`src/rtl/uart_tx_module.sv`:
```
// UART transmitter: start bit, 8 data bits LSB first, optional parity, stop bit.
// Handshake: TX_En_Sig is taken only in IDLE; TX_Busy covers the frame, TX_Done_Sig pulses once at its end.
module uart_tx_module #(
  parameter int CLK_FREQ   = 50000000,
  parameter int BAUD       = 115200,
  parameter int PARITY_EN  = 0,
  parameter int PARITY_ODD = 0
) (
  input  logic       sys_clk,
  input  logic       rst_n,
  input  logic       TX_En_Sig,
  input  logic [7:0] TX_data,
  output logic       TX_Pin_Out,
  output logic       TX_Busy,
  output logic       TX_Done_Sig,
  output logic [2:0] dbg_state
);

  localparam int BPS_CNT = CLK_FREQ / BAUD;
  localparam int CNT_W   = (BPS_CNT > 1) ? $clog2(BPS_CNT) : 1;
  localparam logic [CNT_W-1:0] CNT_LAST = CNT_W'(BPS_CNT - 1);
  localparam logic PE_BIT  = (PARITY_EN != 0);
  localparam logic ODD_BIT = (PARITY_ODD != 0);

  typedef enum logic [2:0] {
    S_IDLE   = 3'd0,
    S_START  = 3'd1,
    S_DATA   = 3'd2,
    S_PARITY = 3'd3,
    S_STOP   = 3'd4
  } state_t;

  state_t           state_q, state_d;
  logic [CNT_W-1:0] baud_q, baud_d;
  logic [2:0]       bit_q, bit_d;
  logic [7:0]       shift_q, shift_d;
  logic             parity_q, parity_d;
  logic             tx_q, tx_d;
  logic             busy_q, busy_d;
  logic             done_q, done_d;
  logic             bit_end;
  logic [2:0]       bit_nxt;

  always_ff @(posedge sys_clk or negedge rst_n) begin
    if (!rst_n) begin
      state_q  <= S_IDLE;
      baud_q   <= '0;
      bit_q    <= '0;
      shift_q  <= '0;
      parity_q <= 1'b0;
      tx_q     <= 1'b1;
      busy_q   <= 1'b0;
      done_q   <= 1'b0;
    end else begin
      state_q  <= state_d;
      baud_q   <= baud_d;
      bit_q    <= bit_d;
      shift_q  <= shift_d;
      parity_q <= parity_d;
      tx_q     <= tx_d;
      busy_q   <= busy_d;
      done_q   <= done_d;
    end
  end

  // tx_d carries the line value of the state being entered, so the pin stays a pure flop.
  always_comb begin
    state_d  = state_q;
    baud_d   = baud_q;
    bit_d    = bit_q;
    shift_d  = shift_q;
    parity_d = parity_q;
    tx_d     = tx_q;
    busy_d   = busy_q;
    done_d   = 1'b0;
    bit_end  = (baud_q == CNT_LAST);
    bit_nxt  = bit_q + 3'd1;

    if (state_q != S_IDLE) begin
      baud_d = bit_end ? '0 : baud_q + CNT_W'(1);
    end

    case (state_q)
      S_IDLE: begin
        if (TX_En_Sig) begin
          shift_d  = TX_data;
          parity_d = (^TX_data) ^ ODD_BIT;
          state_d  = S_START;
          baud_d   = '0;
          bit_d    = '0;
          tx_d     = 1'b0;
          busy_d   = 1'b1;
        end
      end
      S_START: begin
        if (bit_end) begin
          state_d = S_DATA;
          bit_d   = '0;
          tx_d    = shift_q[0];
        end
      end
      S_DATA: begin
        if (bit_end) begin
          if (bit_q == 3'd7) begin
            if (PE_BIT) begin
              state_d = S_PARITY;
              tx_d    = parity_q;
            end else begin
              state_d = S_STOP;
              tx_d    = 1'b1;
            end
          end else begin
            bit_d = bit_nxt;
            tx_d  = shift_q[bit_nxt];
          end
        end
      end
      S_PARITY: begin
        if (bit_end) begin
          state_d = S_STOP;
          tx_d    = 1'b1;
        end
      end
      S_STOP: begin
        if (bit_end) begin
          state_d = S_IDLE;
          done_d  = 1'b1;
          busy_d  = 1'b0;
          tx_d    = 1'b1;
        end
      end
      default: begin
        state_d = S_IDLE;
        tx_d    = 1'b1;
        busy_d  = 1'b0;
      end
    endcase
  end

  assign TX_Pin_Out  = tx_q;
  assign TX_Busy     = busy_q;
  assign TX_Done_Sig = done_q;
  assign dbg_state   = state_q;

endmodule

```
`config.mk`:
```
export PLATFORM = sky130hd
export DESIGN_NAME = uart_tx_module
export DESIGN_NICKNAME = d
export VERILOG_FILES = /design/src/rtl/uart_tx_module.sv
export SDC_FILE = /design/constraint.sdc
export NUM_CORES = 1
export LEC_CHECK = 0
export BUFFER_PORTS_ARGS = -buffer_cell sky130_fd_sc_hd__buf_2
export CAP_MARGIN = 20
export CORE_MARGIN = 4
export CORE_UTILIZATION = 61
export CTS_CLUSTER_DIAMETER = 50
export DETAILED_ROUTE_END_ITERATION = 8
export GPL_TIMING_DRIVEN = 0
export PLACE_DENSITY = 0.9
export SETUP_SLACK_MARGIN = 0.15
export SLEW_MARGIN = 10
export SYNTH_ARGS = -nofsm -noshare
export SYNTH_HDL_FRONTEND = slang
export SYNTH_SLANG_ARGS = --single-unit
export TNS_END_PERCENT = 100
```
`constraint.sdc`:
```
create_clock -name sys_clk -period 5.55 [get_ports sys_clk]
set_input_delay 0.555 -clock sys_clk [delete_from_list [all_inputs] [get_ports sys_clk]]
set_output_delay 0.555 -clock sys_clk [all_outputs]
set_load 0.02 [all_outputs]
```
**After elaboration in Yosys (flattened, before gate mapping)**

Cells that the tools add are included.

- Bits of input ports: 11
- Flip-flop bits (word level): 26

- Order comparisons: 1
- Multiplexer cells: 28
- Equality and inequality tests: 14
- Reductions and logical operators: 10
- Add/subtract/negate cells: 2
- Bitwise logic cells: 1

Operator list:

| kind | count |
|---|---|
| 9-bit 2-to-1 mux | 4 |
| 3-bit 2-to-1 mux | 9 |
| 3-bit case mux with 5 select lines | 1 |
| 2-bit inequality test, second input constant | 7 |
| 1-bit 2-to-1 mux | 10 |
| 9-bit by 1-bit adder with 9-bit output, second input constant | 1 |
| 9-bit == test, second input constant | 1 |
| 3-bit case mux with 3 select lines | 1 |
| 3-bit by 2-bit == test with 1-bit output, second input constant | 2 |
| 3-bit == test, second input constant | 2 |
| 6-bit AND reduction | 1 |
| 3-bit nonzero test | 2 |
| 5-bit AND reduction | 1 |
| 3-bit by 4-bit < comparator with 1-bit output, second input constant | 1 |
| 1-bit case mux with 4 select lines | 1 |
| 4-bit AND reduction | 1 |
| 3-bit by 1-bit adder with 3-bit output, second input constant | 1 |
| 1-bit binary-select mux with 3-bit select | 1 |
| 3-bit by 1-bit == test with 1-bit output, second input constant | 1 |
| 3-bit zero test | 1 |
| 1-bit case mux with 3 select lines | 1 |
| 3-bit AND reduction | 1 |
| 3-bit OR reduction | 1 |
| 2-bit by 1-bit inequality test with 1-bit output, second input constant | 1 |
| other kinds (3) | 3 |

**Logic depth before layout (Yosys ltp)**

- Depth after elaboration: 6
- Gate-level depth with buffers: 6
- Mapped depth without buffers: 6

**Least setup slack after synthesis**

OpenSTA, ideal clock, no wires.

- Kind: register to register
- Start point: reg bit_q[0]
- End point: reg tx_q (netlist: TX_Pin_Out)
- Library setup time: 88 ps
- Period minus slack after synthesis: 1771 ps
- Required time: 5462 ps
- Slack: 3779 ps
- Arrival time: 1683 ps
- Cell stages (with the launch flop): 6
- Path buffers: 0
- Cells stage by stage: dfrtp_1 ha_1 mux4_2 and2_1 a311oi_1 a21oi_1

- Word-level cells in the longest chain between the ends: 6
- Elaborated cells on any way between the ends: 7
- Those cells by class: add/sub (1); eq/ne (1); mux (5)

RTL lines:

| what | RTL line | RTL |
|---|---|---|
| from (decl) | 35 | `logic [2:0] bit_q, bit_d;` |
| from (signal assigned) | 57 | `bit_q <= bit_d;` |
| 3-bit by 1-bit adder with 3-bit output | 77 | `bit_nxt = bit_q + 3'd1;` |
| 1-bit binary-select mux with 3-bit select | 114 | `tx_d = shift_q[bit_nxt];` |
| 1-bit 2-to-1 mux (not written as such) | 114 |  |
| 1-bit 2-to-1 mux * | 104 | `if (bit_q == 3'd7) begin` |
| 1-bit 2-to-1 mux * | 103 | `if (bit_end) begin` |
| 1-bit case mux with 4 select lines * | 83 | `case (state_q)` |
| to (signal assigned) | 60 | `tx_q <= tx_d;` |
| to (decl) | 38 | `logic tx_q, tx_d;` |

Mark *: on every way between the ends. The rest lies on a longest branch, timed or not. The select of a mux whose other input is x is not followed.
A chain may end at the register's enable or synchronous reset.

**Final worst setup path**

Same ends and word-level chain as after synthesis.

==> metrics.txt <==
status completed; clk buf depth 2; critical path data arrival time between 2000 and 2500 ps; first-pass GRT wire length a little over 5000 um; setup ws final ~3600 ps; area of the multi-input gates roughly 700 um2; vias in the first global route ~1200; DP HPWL between 2000 and 2500 um; largest net degree at the start of global routing 27; clock sink count 26; Worst-path clk slew about 140 ps; Crit Path Max Fanout 4; drt via density 6.15; Final Hold Viols 0; WHS 191 ps; relative slew slack 0.558; Wirelength per Cell roughly 16 um; grt ovf 0; post-synthesis cell type count just over 40; Yosys reg bits 26; DRC viols 0; IR drop worst, VDD roughly 0.28 mV; reg2reg end TX_Pin_Out$_DFFE_PN1P_; Worst R2R Setup Slack 3600 ps; top_reg_cell synth dfrtp_1; Worst Reg-to-Reg Cells 5; share of layout cells above drive strength 1 0.199; asr flop ratio synth 1.00; Starting Density 0.633; r2r startpoint bit_q[0]$_DFFE_PN0P_; Hold WC Path Type primary input to async pin; Mapped Cells 131; number of post-CTS setup repair buffers 0; H-tree levels 1; ANT cells 0; commonest non-fill, non-tap cells in the layout dfrtp_1, buf_2, nor2_1; Root Driver clkbuf_4; Die Wd between 50 and 60 um; Area Overhead vs Synth 12.1%; max-slew violations 0; worst setup path class flop to flop; FP Rows 17; register area between 600 and 700 um2; CTS tree built; TNS Setup 0 ps; PD cells ~340 mW/mm2; # fillers roughly 160; kind of start point of the critical path flop; Netlist Area Pre-Place 0.00139 mm2; Final Cycle Share 0.351; worst clock skew approximately 9.8 ps; Setup crit end kind flop; vias between 1000 and 1500; cts hold-fix bufs 0; RSZ-0062 raised after global routing false; commonest non-fill, non-tap cell in the layout dfrtp_1; max_cap viols 0; number of antenna violations at the first check in global routing 0; Req. time, crit path 5820 ps; CP startpoint bit_q[0]$_DFFE_PN0P_; Die ar. 0.00310 mm2; register area share after synthesis 0.470; pre-CTS WS 3640 ps; GPL Wtd Cong 0.918; die height between 50 and 60 um; CTS Buf Count 3; drt initial violations 25; Port-buffer cells 16; syn avg cell area between 10 and 15 um2; syn nets around 150; CTS resizes 0; Lkg Pwr between 0.0006 and 0.0007 uW; post-layout min period a little under 2000 ps; total power between 500 and 600 uW; gr usage total 0.210; # IOs 17; number of synthesis warnings 0; worst slew pin tran between 600 and 700 ps; final net count approximately 170; Detailed Route WL around 2900 um; Core Region 0.00219 mm2; clk_lat worst skew 330 ps; drt first pass iters 4; Setup Viol. Count Final 0; EDFF count, synth 0; remaining antenna violation count 0; achievable frequency just over 500 MHz
[cell usage after synthesis (all sizes together), types with 2 or more instances]
cell type / number / share of area
nand2b: 2 / 0.0090
or2: 2 / 0.0090
mux4: 2 / 0.032
dfrtp: 25 / 0.45
clkbuf: 3 / 0.0081
mux2: 9 / 0.073
o22ai: 2 / 0.014
mux2i: 2 / 0.014
ha: 4 / 0.036
nand2: 10 / 0.027
and2: 2 / 0.0090
nor4b: 2 / 0.017
o21ai: 10 / 0.039
a21o: 2 / 0.011
a22o: 6 / 0.038
inv: 5 / 0.014
a21oi: 5 / 0.018
nor3: 5 / 0.018
nand3: 4 / 0.014
nor2: 12 / 0.032
[through the flow]
| step | area, um2 | util | instances |
|---|---|---|---|
| final | 1560 | 0.710 | 179 |
| after global routing | 1560 | 0.710 | 179 |
| after CTS | 1560 | 0.710 | 179 |
| after detailed placement | 1500 | 0.686 | 175 |
| after global placement | 1500 | 0.686 | 175 |
| after floorplan | 1390 | - | 131 |
[layout make-up]
| class | count | share of cell area |
|---|---|---|
| Multi-Input combinational cell | 96 | 0.451 |
| Sequential cell | 26 | 0.419 |
| Timing Repair Buffer | 16 | 0.0515 |
| Tap cell | 28 | 0.0225 |
| Clock inverter | 1 | 0.0193 |
| Clock buffer | 3 | 0.0145 |
| Inverter | 5 | 0.0121 |
| Buffer | 4 | 0.0105 |
[logic make-up after synthesis]
logic type / share of synthesized area
and+or+nand+nor: 0.184
adders and majority gates: 0.0361
AOI/OAI and AO/OA: 0.152
xor gates and xnor gates: 0.0126
buffers and inverters: 0.0252
DFF: 0.470
muxes: 0.120
[critical path, cell delays in order, from the launching register on]
cell and delay (ps):
dfrtp_1 450, ha_1 380, mux4_2 510, and2_1 170, a311oi_1 280, a21oi_1 100
[report_power, final]
| group | internal (uW) | switching, uW | leakage (uW) | total, uW |
|---|---|---|---|---|
| Sequential | 235 | 41.2 | 0.000325 | 277 |
| Combinational | 58.6 | 58.6 | 0.000319 | 117 |
| Clock | 73.1 | 57.8 | 0.0000279 | 131 |
[sequential cells by signal (all words and copies together) (netlist names)]
register	cells
dbg_state	3
shift_q	8
TX_Busy	1
bit_q	3
TX_Done_Sig	1
baud_q	9
TX_Pin_Out	1
[per-layer routing]
metal,vias up,track usage,wire length (um),share of wire
met5,-,0,0,0
met4,0,0.0729,54,0.019
li1,519,-,-,-
met2,33,0.375,1490,0.52
met1,541,0.240,1170,0.41
met3,7,0.0557,152,0.053
[how the worst max path moves through the flow]
stage / end / slack, ps / cells after the start
2_1_floorplan: TX_Pin_Out$_DFFE_PN1P_ / 3780 / 5
3_3_place_gp: TX_Pin_Out$_DFFE_PN1P_ / 3680 / 5
3_5_place_dp: TX_Pin_Out$_DFFE_PN1P_ / 3640 / 5
4_1_cts: TX_Pin_Out$_DFFE_PN1P_ / 3620 / 5
5_1_grt: TX_Pin_Out$_DFFE_PN1P_ / 3510 / 5
6_report: TX_Pin_Out$_DFFE_PN1P_ / 3600 / 5
Note: power is estimated with default switching activity, not from simulation.
